## config.mk

```make
export PLATFORM = sky130hd
export DESIGN_NAME = sys_ctrl
export DESIGN_NICKNAME = d
export VERILOG_FILES = /design/src/rtl/sys_ctrl_pkg.sv /design/src/rtl/sys_ctrl.sv
export SDC_FILE = /design/constraint.sdc
export NUM_CORES = 1
export LEC_CHECK = 0
export CORE_UTILIZATION = 40
export DETAILED_ROUTE_END_ITERATION = 10
export PLACE_DENSITY = 0.67
export REMOVE_ABC_BUFFERS = 1
export SLEW_MARGIN = 25
export SYNTH_ARGS = -nofsm -noshare
export SYNTH_HDL_FRONTEND = slang
export SYNTH_SLANG_ARGS = --single-unit
```

## constraint.sdc

```tcl
create_clock -name Ref_clk -period 3.8 [get_ports Ref_clk]
set_input_delay 0.38 -clock Ref_clk [delete_from_list [all_inputs] [get_ports Ref_clk]]
set_output_delay 0.38 -clock Ref_clk [all_outputs]
set_load 0.03 [all_outputs]
```

## src/rtl/sys_ctrl_pkg.sv

```systemverilog
// Shared definitions for the sys_ctrl command decoder: opcodes, FSM states,
// and the register file slots that hold the ALU operands.
package sys_ctrl_pkg;

    localparam logic [7:0] CMD_RF_WR      = 8'hAA;
    localparam logic [7:0] CMD_RF_RD      = 8'hBB;
    localparam logic [7:0] CMD_ALU_OPER   = 8'hCC;
    localparam logic [7:0] CMD_ALU_NOOPER = 8'hDD;

    localparam int unsigned OPA_ADDR = 0;
    localparam int unsigned OPB_ADDR = 1;

    typedef enum logic [3:0] {
        IDLE,
        WR_ADDR,
        WR_DATA,
        RD_ADDR,
        RD_WAIT,
        OP_A,
        OP_B,
        ALU_FUN,
        ALU_WAIT,
        SEND_LSB,
        SEND_MSB,
        SEND_RD
    } state_t;

endpackage

```

## src/rtl/sys_ctrl.sv

```systemverilog
// UART command decoder: turns received byte frames into register file
// accesses and ALU operations, and queues results back to the TX FIFO.
module sys_ctrl
    import sys_ctrl_pkg::*;
#(
    parameter int DATA_WIDTH = 8,
    parameter int ADDR_WIDTH = 4
) (
    input  logic                      Ref_clk,
    input  logic                      rst_n,
    input  logic [DATA_WIDTH-1:0]     rx_p_data,
    input  logic                      rx_d_valid,
    input  logic [2*DATA_WIDTH-1:0]   alu_out,
    input  logic                      alu_out_valid,
    input  logic [DATA_WIDTH-1:0]     rf_rd_data,
    input  logic                      rf_rd_data_valid,
    input  logic                      fifo_full,
    output logic [ADDR_WIDTH-1:0]     rf_addr,
    output logic [DATA_WIDTH-1:0]     rf_wr_data,
    output logic                      rf_wr_en,
    output logic                      rf_rd_en,
    output logic [3:0]                alu_fun,
    output logic                      alu_en,
    output logic                      gate_en,
    output logic [DATA_WIDTH-1:0]     tx_p_data,
    output logic                      tx_d_valid
);

    state_t                    state_q;
    logic [ADDR_WIDTH-1:0]     rf_addr_q;
    logic [DATA_WIDTH-1:0]     rf_wr_data_q;
    logic                      rf_wr_en_q;
    logic                      rf_rd_en_q;
    logic [3:0]                alu_fun_q;
    logic                      alu_en_q;
    logic                      gate_en_q;
    logic [DATA_WIDTH-1:0]     tx_p_data_q;
    logic                      tx_d_valid_q;
    logic [2*DATA_WIDTH-1:0]   result_q;
    logic [DATA_WIDTH-1:0]     rd_data_q;

    always_ff @(posedge Ref_clk) begin
        if (!rst_n) begin
            state_q      <= IDLE;
            rf_addr_q    <= '0;
            rf_wr_data_q <= '0;
            rf_wr_en_q   <= 1'b0;
            rf_rd_en_q   <= 1'b0;
            alu_fun_q    <= '0;
            alu_en_q     <= 1'b0;
            gate_en_q    <= 1'b0;
            tx_p_data_q  <= '0;
            tx_d_valid_q <= 1'b0;
            result_q     <= '0;
            rd_data_q    <= '0;
        end else begin
            // Strobes are one-cycle pulses; only the state that owns one re-raises it.
            rf_wr_en_q   <= 1'b0;
            rf_rd_en_q   <= 1'b0;
            alu_en_q     <= 1'b0;
            tx_d_valid_q <= 1'b0;

            case (state_q)
                IDLE: begin
                    if (rx_d_valid) begin
                        if (rx_p_data == DATA_WIDTH'(CMD_RF_WR)) begin
                            state_q <= WR_ADDR;
                        end else if (rx_p_data == DATA_WIDTH'(CMD_RF_RD)) begin
                            state_q <= RD_ADDR;
                        end else if (rx_p_data == DATA_WIDTH'(CMD_ALU_OPER)) begin
                            state_q <= OP_A;
                        end else if (rx_p_data == DATA_WIDTH'(CMD_ALU_NOOPER)) begin
                            state_q   <= ALU_FUN;
                            gate_en_q <= 1'b1;
                        end
                    end
                end
                WR_ADDR: begin
                    if (rx_d_valid) begin
                        rf_addr_q <= rx_p_data[ADDR_WIDTH-1:0];
                        state_q   <= WR_DATA;
                    end
                end
                WR_DATA: begin
                    if (rx_d_valid) begin
                        rf_wr_data_q <= rx_p_data;
                        rf_wr_en_q   <= 1'b1;
                        state_q      <= IDLE;
                    end
                end
                RD_ADDR: begin
                    if (rx_d_valid) begin
                        rf_addr_q  <= rx_p_data[ADDR_WIDTH-1:0];
                        rf_rd_en_q <= 1'b1;
                        state_q    <= RD_WAIT;
                    end
                end
                RD_WAIT: begin
                    if (rf_rd_data_valid) begin
                        rd_data_q <= rf_rd_data;
                        state_q   <= SEND_RD;
                    end
                end
                OP_A: begin
                    if (rx_d_valid) begin
                        rf_addr_q    <= ADDR_WIDTH'(OPA_ADDR);
                        rf_wr_data_q <= rx_p_data;
                        rf_wr_en_q   <= 1'b1;
                        state_q      <= OP_B;
                    end
                end
                OP_B: begin
                    if (rx_d_valid) begin
                        rf_addr_q    <= ADDR_WIDTH'(OPB_ADDR);
                        rf_wr_data_q <= rx_p_data;
                        rf_wr_en_q   <= 1'b1;
                        state_q      <= ALU_FUN;
                        gate_en_q    <= 1'b1;
                    end
                end
                ALU_FUN: begin
                    if (rx_d_valid) begin
                        alu_fun_q <= rx_p_data[3:0];
                        alu_en_q  <= 1'b1;
                        state_q   <= ALU_WAIT;
                    end
                end
                ALU_WAIT: begin
                    if (alu_out_valid) begin
                        result_q  <= alu_out;
                        gate_en_q <= 1'b0;
                        state_q   <= SEND_LSB;
                    end
                end
                // A full FIFO stalls in place; tx_p_data keeps its last value.
                SEND_LSB: begin
                    if (!fifo_full) begin
                        tx_p_data_q  <= result_q[DATA_WIDTH-1:0];
                        tx_d_valid_q <= 1'b1;
                        state_q      <= SEND_MSB;
                    end
                end
                SEND_MSB: begin
                    if (!fifo_full) begin
                        tx_p_data_q  <= result_q[2*DATA_WIDTH-1:DATA_WIDTH];
                        tx_d_valid_q <= 1'b1;
                        state_q      <= IDLE;
                    end
                end
                SEND_RD: begin
                    if (!fifo_full) begin
                        tx_p_data_q  <= rd_data_q;
                        tx_d_valid_q <= 1'b1;
                        state_q      <= IDLE;
                    end
                end
                default: state_q <= IDLE;
            endcase
        end
    end

    assign rf_addr    = rf_addr_q;
    assign rf_wr_data = rf_wr_data_q;
    assign rf_wr_en   = rf_wr_en_q;
    assign rf_rd_en   = rf_rd_en_q;
    assign alu_fun    = alu_fun_q;
    assign alu_en     = alu_en_q;
    assign gate_en    = gate_en_q;
    assign tx_p_data  = tx_p_data_q;
    assign tx_d_valid = tx_d_valid_q;

endmodule

```

==> results of run 1 <==
-- cells by family after synthesis --
| logic type | Yosys count | share of synthesized area [%] |
|---|---|---|
| buffers and inverters | 23 | 4.308 |
| AO/OA/AOI/OAI | 65 | 19.72 |
| AND/OR/NAND/NOR | 128 | 25.99 |
| multiplexers | 13 | 4.978 |
| flip-flops | 57 | 43.66 |
| XOR/XNOR | 4 | 1.341 |
-- layout make-up --
| class | instances | area [sq um] |
|---|---|---|
| clock buffer | 14 | 162.7 |
| sequential | 57 | 1142 |
| fill | 612 | 2809 |
| inverter | 4 | 15.01 |
| clock inverter | 2 | 60.06 |
| tap | 77 | 96.34 |
| timing repair buffer | 67 | 668.1 |
| multi-input combinational | 210 | 1360 |
-- per-stage QoR --
stage / setup WS, ps / hold slack [ps] / util [%] / cell area, sq um
detailed placement: 1409 / 448.8 / 51.96 / 3281
finish: 1560 / 454.1 / 55.51 / 3505
global placement: 1433 / 445.6 / 51.96 / 3281
CTS: 1401 / 457.5 / 55.49 / 3503
global route: 1362 / 482.2 / 55.51 / 3505
floorplan: 1990 / 430.2 / - / 2516
-- worst max path at each step --
stage,startpoint,to
2_1_floorplan,state_q[0],tx_p_data[0]
3_3_place_gp,state_q[0],tx_p_data[5]
3_5_place_dp,state_q[0],tx_p_data[5]
4_1_cts,state_q[0],tx_p_data[5]
5_1_grt,state_q[1],tx_p_data[4]
6_report,state_q[1],tx_p_data[4]
-- where the power goes --
| group | internal [mW] | switching (mW) |
|---|---|---|
| Sequential | 0.650 | 0.105 |
| Clock | 0.406 | 0.229 |
| Combinational | 0.213 | 0.241 |
-- cells in the mapped netlist, types with 2 or more instances --
library cell,n
buf_4,5
xnor2_1,2
nor3_1,4
a211oi_1,2
nor2b_1,15
a221oi_1,9
xor2_1,2
nor2_1,8
nor3b_1,9
dfxtp_1,57
o21ai_0,4
o211a_1,9
mux2i_1,13
nand2b_1,3
nand4bb_1,2
nand2_1,62
clkbuf_1,7
a32oi_1,2
and2_1,3
a21oi_1,4
nand3_1,13
buf_2,6
a21boi_1,2
inv_1,4
a21boi_0,26
-- sequential cells by signal, summed over array words and instances (netlist names) --
register / count
result_q: 16
tx_d_valid: 1
alu_fun: 4
rf_rd_en: 1
state_q: 4
alu_en: 1
rf_wr_en: 1
rd_data_q: 8
gate_en: 1
rf_addr: 4
rf_wr_data: 8
tx_p_data: 8
-- per-layer routing --
| metal | vias to the layer above | share of wire (%) |
|---|---|---|
| met4 | 0 | 1.8 |
| met2 | 48 | 46 |
| li1 | 1140 | - |
| met5 | - | 0 |
| met1 | 1037 | 49 |
| met3 | 8 | 3.9 |
-- tightest hold or removal path: cells and delay by family, from the launching register on --
family,cells,cell delay (ps)
flip-flops,1,310
AND/OR/NAND/NOR,1,50
AO/OA/AOI/OAI,1,50
==> run summary, run 1 <==
The area of the mapped netlist was 2614 sq um; the share of synthesized registers carrying an async set or reset was 0%. The logs give 2470 ps for the arrival time reported for the critical path endpoint and 0 for the post-cts sizing count. Summed over all cells, the static leakage comes to 1.244 nW.

The starting density of the core came out at 41.40%. Setup repair after global routing left no endpoint under its margin. The tools report the initial antenna violation count as 0. The worst register-to-register path ends at tx_p_data[4]. The finished layout holds 431 standard cells, fillers aside.

The number of clock sinks seen by CTS was 57. For the data required time at the worst endpoint, the log shows 4030 ps. The maximum VDD drop is 0.0003129 V. The total power per unit cell area was 526.3 nW/um^2; the largest fanout on the critical path was 17. After floorplanning, the core was sized to cover 6314 sq um. The logs give 31 for the largest net degree at the start of global routing and 18.64% for the aggregate global-route resource usage.

The startpoint identified for the worst register-to-register timing path is state_q[1]. TritonCTS built the clock tree. The top cell types in the final layout, fill and taps aside, are clkdlybuf4s50_1, nand2_1, dfxtp_1.

The site row count is 29, and the top cell type's share of synthesized area is 43.66%. The number of setup buffers added after CTS is 0. Grouping stages by cell kind, the critical path spends the most delay in flip-flops.

67 I/O pins were placed. The number of enable-type register cells in the synthesized netlist came out at 0. The worst path needs 2240 ps of the cycle, external delays included. Detailed placement ended at an HPWL of 4137 um.

At the pin with the least slew margin, the transition time is 972.7 ps. The first global-routing pass estimated 10160 um of wire. The leading cell type in the layout, fill and taps excluded was clkdlybuf4s50_1. After clock tree synthesis, the clock-pin slew on the worst setup and hold paths is 60 ps. The tools report the max-capacitance violation count as 0. Main flop type after synthesis: dfxtp_1. After detailed routing, the average wire length per cell comes to 14.06 um. The tools report the clock tree skew after final layout as 7.463 ps.

Summed over all instances, the cell type with the most area after synthesis is dfxtp_1. For this block, the via count after detailed routing is 2233. The clock reaches the later pin of the worst-skew pair after 340 ps.

The largest individual stage delay along the critical path comes from the cell dfxtp_1. Summed over all layers, the global routing overflow is 0. The H-tree was split into 3 levels. In the routed design, unresolved DRC markers number 0. Timing would allow up to 446.4 MHz. The nature of the critical path endpoint is a flip-flop.

Distinct cell type count of the synthesized netlist: 42. The hold violation count in the final report is 0, and the first-pass iteration count of the detailed router is 4. The critical path goes through nand3b_1 > a221oi_1 > nand2_1 > o211a_1. The max-slew violation total from the final report is 0. The proportion of synthesized chip area in sequential cells was 43.66%; the depth of the worst hold-timing path was 2.

For the met2 capacity usage during global routing, the log shows 27.79%. The die is 82.84 um wide. The number of nets with antenna violations after routing is 0, and the period utilization is 58.96%. The number of synthesized register bits was 57. In this run, placement finished with an instance count of 415.

For this run, global-route usage on met3 was measured as 3.777%. The die area is 6862 sq um. The path with the worst hold slack has its endpoint at result_q[10]. met2 is the most crowded layer. The number of global-route vias before repair was 2085. The worst setup path is launched from a flip-flop. Setup violations remaining at the end of the flow were counted as 0. The quantity of hold-fixing buffers added after cts came out at 0.

Summed over all layers, the routed wires come to 6059 um. From synthesis to final layout, the design area changed by 34.08%. The worst pin sits at a relative slew slack of 34.95%. The share of cells above drive strength 1 is 6.215%. For the setup total negative slack, the log shows 0 ps. The worst register-to-register path has a depth of 4.

Routability-driven placement finished with a final weighted congestion of 0.7854. During placement, the flow inserted port buffers numbering 66. Using the TritonRoute via totals, the vias-per-cell ratio works out to 5.181. The run finished with clean final reports. The startpoint identified for the worst hold timing path is result_q[10]. The total of warnings raised by yosys was 0. No sink is reached through more buffers than the 2 on the longest clock path. Critical path buffer and inverter count: 0.

Global routing consumed, on the met1 layer, 25.53% of the routing resources. Synthesis produced 290 cells. The number of DRC violations after detailed-routing iteration 0 is 156. For the layout net count, the log shows 387. Classification of the worst setup path: flip-flop to flip-flop. The flop-to-flop setup slack came out at 1560 ps. The floorplan step set the die height to 82.84 um. In this run the number of cells on the critical path is 4. Maximum single-stage delay on the critical path: 780 ps.

0 antenna diodes ended up in the layout. CTS placed an instance of clkbuf_8 at the clock tree root. The overall power of the completed layout was 1.844 mW. By area the synthesized netlist is led by dfxtp_1, nand2_1, a21boi_0.

A synthesized cell averages 9.013 sq um. Number of buffers created by CTS: 9. The path class of the tightest hold or removal check is flip-flop to flip-flop.
(Power assumes the default switching activity.)
==> inputs of run 2 (changes only) <==
==> constraint.sdc (replaced) <==
create_clock -name Ref_clk -period 2.15 [get_ports Ref_clk]
set_input_delay 0.215 -clock Ref_clk [delete_from_list [all_inputs] [get_ports Ref_clk]]
set_output_delay 0.215 -clock Ref_clk [all_outputs]
set_load 0.03 [all_outputs]
==> run 2 against run 1 <==
Sequential cell count unchanged. Die area unchanged. Critical path depth up 1. Count of clock-buffer cells in the layout down 1. Critical endpoint is now tx_p_data[1]. Largest cell class unchanged.
==> run summary, run 2 (synthesis gave the netlist of run 1 again) <==
The endpoint of the worst-slack reg-to-reg timing path was tx_p_data[1] (was tx_p_data[4]). The relative contribution of the clock network to total power is 30.8% (was 34.4%). The largest fanout on the critical path was 13 (was 17). The die span in y was 82.84 um (unchanged). The portion of total power attributed to sequential cells was 40.0% (was 41.0%). Most flop-heavy register: result_q (unchanged). For the number of post-CTS setup repair buffers, the log shows 0 (unchanged). The leading cell type in the layout, fill and taps excluded was clkdlybuf4s50_1 (unchanged). The tools report the launch instance of the worst min-delay path as alu_out[10] (was result_q[10]). The total via count in the routed design is 2300 (was 2233), and the post-cts sizing count is 0 (unchanged). The clock edge transition at the registers on the reported setup and hold paths is 60 ps (about the same).

The tools report the nature of the critical path endpoint as a flip-flop (unchanged). The number of buffers created by CTS is 9 (unchanged), and the final-report setup violation count is 0 (unchanged). The logs give 0 (unchanged) for the number of nets with antenna violations after routing and 6862 sq um (unchanged) for the die area. Leading cell types in the layout, fill and taps excluded: clkdlybuf4s50_1, nand2_1, dfxtp_1 (unchanged). Maximum VDD drop: 0.0005096 V (was 0.0003129 V). Classification of the worst setup path: flip-flop to flip-flop (unchanged). The switching power share of the total is 32.72% (was 31.19%). The number of vias per cell is 5.204 (was 5.181).

Clock root buffer: clkbuf_8 (unchanged). The tools report the clock tree skew after final layout as 6.312 ps (was 7.463 ps). The minimum clock period works out to 1817 ps (was 2240 ps).

The tools report the quantity of hold-fixing buffers added after cts as 0 (unchanged). Count of H-tree levels built during CTS: 3 (unchanged). The period utilization works out to 84.52% (was 58.96%). For the number of global-route vias before repair, the log shows 2142 (was 2085). The tools report the type of element launching the critical path as a flip-flop (unchanged). For the static leakage, the log shows 1.285 nW (was 1.244 nW). The floorplan die width works out to 82.84 um (unchanged). The total power per unit cell area came out at 892.3 nW/um^2 (was 526.3 nW/um^2).

The logs give 57 (unchanged) for the number of clock sinks seen by CTS and 4368 um (was 4137 um) for the placed wire-length estimate. Area taken by flip-flops and latches: 1141 sq um (was 1142 sq um). The run gives 2.133 mW (was 1.269 mW) as the cell internal power dissipation. The run gives 320 ps (was 340 ps) as the source-to-sink clock delay at the later pin of the worst-skew pair. Startpoint of the worst-slack reg-to-reg timing path: state_q[2] (was state_q[1]). Transition time at the pin with the least slew margin: 539.3 ps (was 972.7 ps). The top-level I/O count came out at 67 (unchanged).

Overall overflow remaining after global route: 0 (unchanged). For the worst slew margin relative to its limit, the log shows 64.00% (was 34.95%). The start point of the critical path was state_q[2] (was state_q[1]).

The setup total negative slack is 0 ps (unchanged). The growth of design area from synthesis to finish was 35.90% (was 34.08%). TritonCTS built the clock tree.

The logs give 621 (was 612) for the number of fillers in the final layout and 0 (unchanged) for the max-slew violation total from the final report. For the starting density of the core, the log shows 41.40% (unchanged). The aggregate global-route resource usage was 18.98% (was 18.64%); the site row count was 29 (unchanged).

The largest net degree at the start of global routing is 58 (was 31), and the initial antenna violation count is 0 (unchanged). Setup repair after global routing left no endpoint under its margin. The length in cells of the worst reg-to-reg path came out at 5 (was 4).

The global-route wire length before repair is 10490 um (was 10160 um), and the depth of the worst hold-timing path is 3 (was 2). The run gives 2 (unchanged) as the maximum clock insertion buffer count. The cell area reported after detailed placement is 3363 sq um (was 3281 sq um), and the share of cells above drive strength 1 is 8.767% (was 6.215%).

The diode insertion count for antenna repair is 0 (unchanged). The count of buffers from port buffering was 66 (unchanged); the first-pass iteration count of the detailed router was 4 (unchanged). The flop-to-flop setup slack was 330 ps (was 1560 ps); the overall routed net length was 6155 um (was 6059 um).

The number of flip-flops under the largest register name was 16 (unchanged). Classification of the worst-slack hold path: input port to flip-flop (was flip-flop to flip-flop). The placeable core region was 6314 sq um (unchanged); the data required time at the worst endpoint was 2370 ps (was 4030 ps). The max-capacitance violation count is 0 (unchanged), and the global placement routability congestion is 0.7909 (was 0.7854).

For the arrival time reported for the critical path endpoint, the log shows 2040 ps (was 2470 ps). The average wire per standard cell was 13.93 um (was 14.06 um). The flow ran to the end, and the final reports show no timing, DRC or antenna violations. The number of DRC violations after detailed-routing iteration 0 was 156 (unchanged). The post-route cell area was 3552 sq um (was 3505 sq um); the hold violation count in the final report was 0 (unchanged).

The logic gate share of total power is 29.2% (was 24.6%), and the layout net count is 398 (was 387). The logs give 1360 sq um (unchanged) for the area of combinational cells with multiple inputs and 1.037 mW (was 0.5753 mW) for the net switching power. The worst hold endpoint is result_q[10] (unchanged). For the maximum clock frequency, the log shows 550.3 MHz (was 446.4 MHz).

The post-route DRC violation count came out at 0 (unchanged).
## run 2: cell count changes in the layout (fill, tap and decap cells not counted)
cell / previous run / this run
clkbuf_8: 11 / 10
dfxtp_2: 1 / 0
bufinv_16: 2 / 1
buf_4: 1 / 12
dfxtp_1: 56 / 57
clkinv_2: 0 / 2
## run 2: worst max path at each step
| stage | endpoint | slack, ps | cells past startpoint |
|---|---|---|---|
| 4_1_cts | tx_p_data[1] | 340 | 5 |
| 6_report | tx_p_data[1] | 330 | 5 |
| 3_3_place_gp | state_q[0] | 260 | 6 |
| 2_1_floorplan | tx_p_data[0] | 340 | 4 |
| 3_5_place_dp | state_q[0] | 220 | 6 |
| 5_1_grt | tx_p_data[0] | 200 | 5 |
## run 2: critical path, stage by stage, from the launching register on
cell and delay [ps]:
dfxtp_1 660, nor2b_1 130, and3_1 330, a221oi_1 370
nand2_1 100, o211a_1 120
## run 2: area by class of cell
cell class                      instances  share of cell area, %
Clock buffer                           13                  4.192
Clock inverter                          3                  1.127
Inverter                                4                 0.4227
Multi-Input combinational cell        210                  38.29
Sequential cell                        57                  32.12
Tap cell                               77                  2.712
Timing Repair Buffer                   78                  21.13
## run 2: per-stage QoR
stage / hold slack (ps) / power (mW) / worst slack [ps] / util [%] / std cells
detailed placement: 450.9 / 2.212 / 224.1 / 53.27 / 426
CTS: 436.4 / 3.191 / 339.5 / 56.26 / 442
global placement: 446.8 / 2.211 / 256.9 / 53.27 / 426
global route: 452.9 / 3.355 / 198.0 / 56.26 / 442
finish: 443.6 / 3.170 / 332.8 / 56.26 / 442
floorplan: 336.7 / 1.849 / 339.6 / - / 271
## run 2: power by group through the flow
stage	Combinational, mW	Sequential, mW	Clock (mW)
2_1_floorplan	0.456	1.39	0
3_3_place_gp	0.921	1.29	0
3_5_place_dp	0.921	1.29	0
4_1_cts	0.926	1.27	0.996
5_1_grt	1.00	1.28	1.07
6_report	0.927	1.27	0.975
## run 2: routing by layer
metal	part of all wire (%)	routed length, um	track usage (%)
met1	49	3009	26.43
met2	46	2839	28.99
met3	3.7	230	3.280
met4	1.2	76	7.994
met5	0	0	0
==> inputs of run 3 (changes only) <==
==> constraint.sdc (replaced) <==
create_clock -name Ref_clk -period 1.9 [get_ports Ref_clk]
set_input_delay 0.19 -clock Ref_clk [delete_from_list [all_inputs] [get_ports Ref_clk]]
set_output_delay 0.19 -clock Ref_clk [all_outputs]
set_load 0.03 [all_outputs]
==> run 3 against run 2 <==
Setup slack got worse by 180 ps. Worst hold slack lost 38 ps. Global-route usage up 0.18 points. Clock power rose by 31%. Non-clock buffer count rose by 11. Utilization increased by 2.3 points. Via count down 0.17%. Clock skew hardly changed. Critical endpoint unchanged.
==> run summary, run 3 (synthesis gave the netlist of run 1 again) <==
The run gives 0 (unchanged) as the overall overflow remaining after global route. The clock edge transition at the registers on the reported setup and hold paths came out at 70 ps (was 60 ps). The run gives 0 (unchanged) as the final-report setup violation count.

The arrival time reported for the critical path endpoint is 1970 ps (was 2040 ps). The depth of the worst hold-timing path was 3 (unchanged). Leading cell types in the layout, fill and taps excluded: clkdlybuf4s50_1, nand2_1, dfxtp_1 (unchanged). The flow ran to the end, and the final reports show no timing, DRC or antenna violations. The initial antenna violation count was 0 (unchanged).

For the max-slew violation total from the final report, the log shows 0 (unchanged). The diode insertion count for antenna repair is 0 (unchanged). Leading cell type in the layout, fill and taps excluded: clkdlybuf4s50_1 (unchanged). Maximum clock frequency: 573.4 MHz (was 550.3 MHz). TritonCTS built the clock tree.

The average wire per standard cell came out at 13.85 um (was 13.93 um). The run gives 6276 um (was 6155 um) as the overall routed net length. The logs give 66.46% (was 64.00%) for the worst slew margin relative to its limit and 0 (unchanged) for the number of post-CTS setup repair buffers. The global-route wire length before repair is 10430 um (was 10490 um).

The classification of the worst setup path is flip-flop to flip-flop (unchanged). The tools report the nature of the critical path endpoint as a flip-flop (unchanged). The run gives 9 (unchanged) as the number of buffers created by CTS. The count of H-tree levels built during CTS was 3 (unchanged). The number of global-route vias before repair is 2162 (was 2142), and the number of nets with antenna violations after routing is 0 (unchanged).

The logs give 41.40% (unchanged) for the starting density of the core and 409 (was 398) for the layout net count. The logs give 58 (unchanged) for the largest net degree at the start of global routing and 437 (was 426) for the number of cells after detailed placement. The static leakage is 1.359 nW (was 1.285 nW), and the top-level I/O count is 67 (unchanged). The count of buffers from port buffering came out at 66 (unchanged).

The quantity of hold-fixing buffers added after cts is 0 (unchanged), and the number of flip-flops under the largest register name is 16 (unchanged). The placeable core region is 6314 sq um (unchanged). The aggregate global-route resource usage is 19.16% (was 18.98%). The tools report the post-route DRC violation count as 0 (unchanged). The transition time at the pin with the least slew margin is 502.5 ps (was 539.3 ps).

The run gives 2296 (was 2300) as the total via count in the routed design. The most flop-heavy register was result_q (unchanged). The tools report the launch instance of the worst min-delay path as alu_out[10] (unchanged). The tools report the post-route cell area as 3697 sq um (was 3552 sq um).

Startpoint of the worst-slack reg-to-reg timing path: state_q[1] (was state_q[2]). The cell area reported after detailed placement is 3471 sq um (was 3363 sq um). The logs give 2 (unchanged) for the maximum clock insertion buffer count and 57 (unchanged) for the number of clock sinks seen by CTS. Number of vias per cell: 5.068 (was 5.204). Worst hold endpoint: result_q[10] (unchanged).

The endpoint of the worst-slack reg-to-reg timing path is tx_p_data[1] (unchanged). The setup total negative slack was 0 ps (unchanged); the overall power of the completed layout was 3.801 mW (was 3.170 mW). The tools report the die area as 6862 sq um (unchanged). The period utilization was 91.79% (was 84.52%); the flop-to-flop setup slack was 160 ps (was 330 ps). The clock tree skew after final layout is 6.147 ps (was 6.312 ps), and the placed wire-length estimate is 4470 um (was 4368 um). The hold violation count in the final report came out at 0 (unchanged).

The total power per unit cell area came out at 1028 nW/um^2 (was 892.3 nW/um^2). The length in cells of the worst reg-to-reg path was 5 (unchanged). The growth of design area from synthesis to finish came out at 41.46% (was 35.90%). The data required time at the worst endpoint came out at 2130 ps (was 2370 ps). Share of cells above drive strength 1: 12.23% (was 8.767%).

Clock root buffer: clkbuf_8 (unchanged). The run gives 0.0005631 V (was 0.0005096 V) as the maximum VDD drop. The source-to-sink clock delay at the later pin of the worst-skew pair was 330 ps (was 320 ps); the die span in y was 82.84 um (unchanged). Setup repair after global routing left no endpoint under its margin. The run gives 58.56% (was 56.26%) as the final core area utilization. Max-capacitance violation count: 0 (unchanged).

The classification of the worst-slack hold path is input port to flip-flop (unchanged). Floorplan die width: 82.84 um (unchanged). Type of element launching the critical path: a flip-flop (unchanged).

The largest fanout on the critical path was 11 (was 13); the global placement routability congestion was 0.7685 (was 0.7909). The run gives 29 (unchanged) as the site row count. The tools report the post-cts sizing count as 0 (unchanged). Minimum clock period: 1744 ps (was 1817 ps). The first-pass iteration count of the detailed router was 4 (unchanged). The count of non-filler cells in the finished layout was 453 (was 442); the number of DRC violations after detailed-routing iteration 0 was 117 (was 156).
==> run 3: cell types whose count changed in the layout (fill, tap and decap cells not counted), moves of 2 or more <==
cell      delta
clkinv_2     -2
clkbuf_1     -3
buf_12       +2
buf_4        +9
inv_6        +2
clkinv_4     +2
==> run 3: layout make-up <==
cell class                 count  area (sq um)
clock buffer                   9         123.9
clock inverter                 7         102.6
fill                         624          2616
inverter                       4         15.01
multi-input combinational    210          1360
sequential                    57          1141
tap                           77         96.34
timing repair buffer          89         858.3
==> run 3: power by group <==
part,internal [mW],switching (mW)
combinational,0.506,0.587
clock,0.751,0.532
sequential,1.30,0.128
total,2.55,1.25
==> run 3: through the flow <==
| stage | hold slack (ps) | setup WS, ps |
|---|---|---|
| 5_1_grt | 410.4 | 29.95 |
| 3_5_place_dp | 445.6 | 58.61 |
| 2_1_floorplan | 311.7 | 89.59 |
| 6_report | 405.9 | 155.9 |
| 3_3_place_gp | 443.2 | 86.58 |
| 4_1_cts | 399.4 | 167.4 |
==> run 3: metal layers <==
metal | vias up | wire, um | track usage [%]
met5 | - | 0 | 0
met4 | 0 | 80 | 6.270
met3 | 6 | 219 | 4.871
met2 | 42 | 2932 | 29.28
met1 | 1065 | 3043 | 26.38
li1 | 1183 | - | -
==> run 3: how the worst max path moves through the flow <==
stage	start	end	slack, ps	cells after the start
after floorplan	state_q[0]	tx_p_data[0]	90	4
after global placement	rx_p_data[1]	state_q[0]	90	6
after detailed placement	rx_p_data[1]	state_q[0]	60	6
after CTS	state_q[1]	tx_p_data[1]	170	5
after global routing	state_q[1]	tx_p_data[7]	30	5
final	state_q[1]	tx_p_data[1]	160	5
==> run 3: critical path: stages, from the launching register on <==
cell and delay, ps:
dfxtp_1 460, nor2b_1 220, and3_1 320, a221oi_1 420, nand2_1 100, o211a_1 120
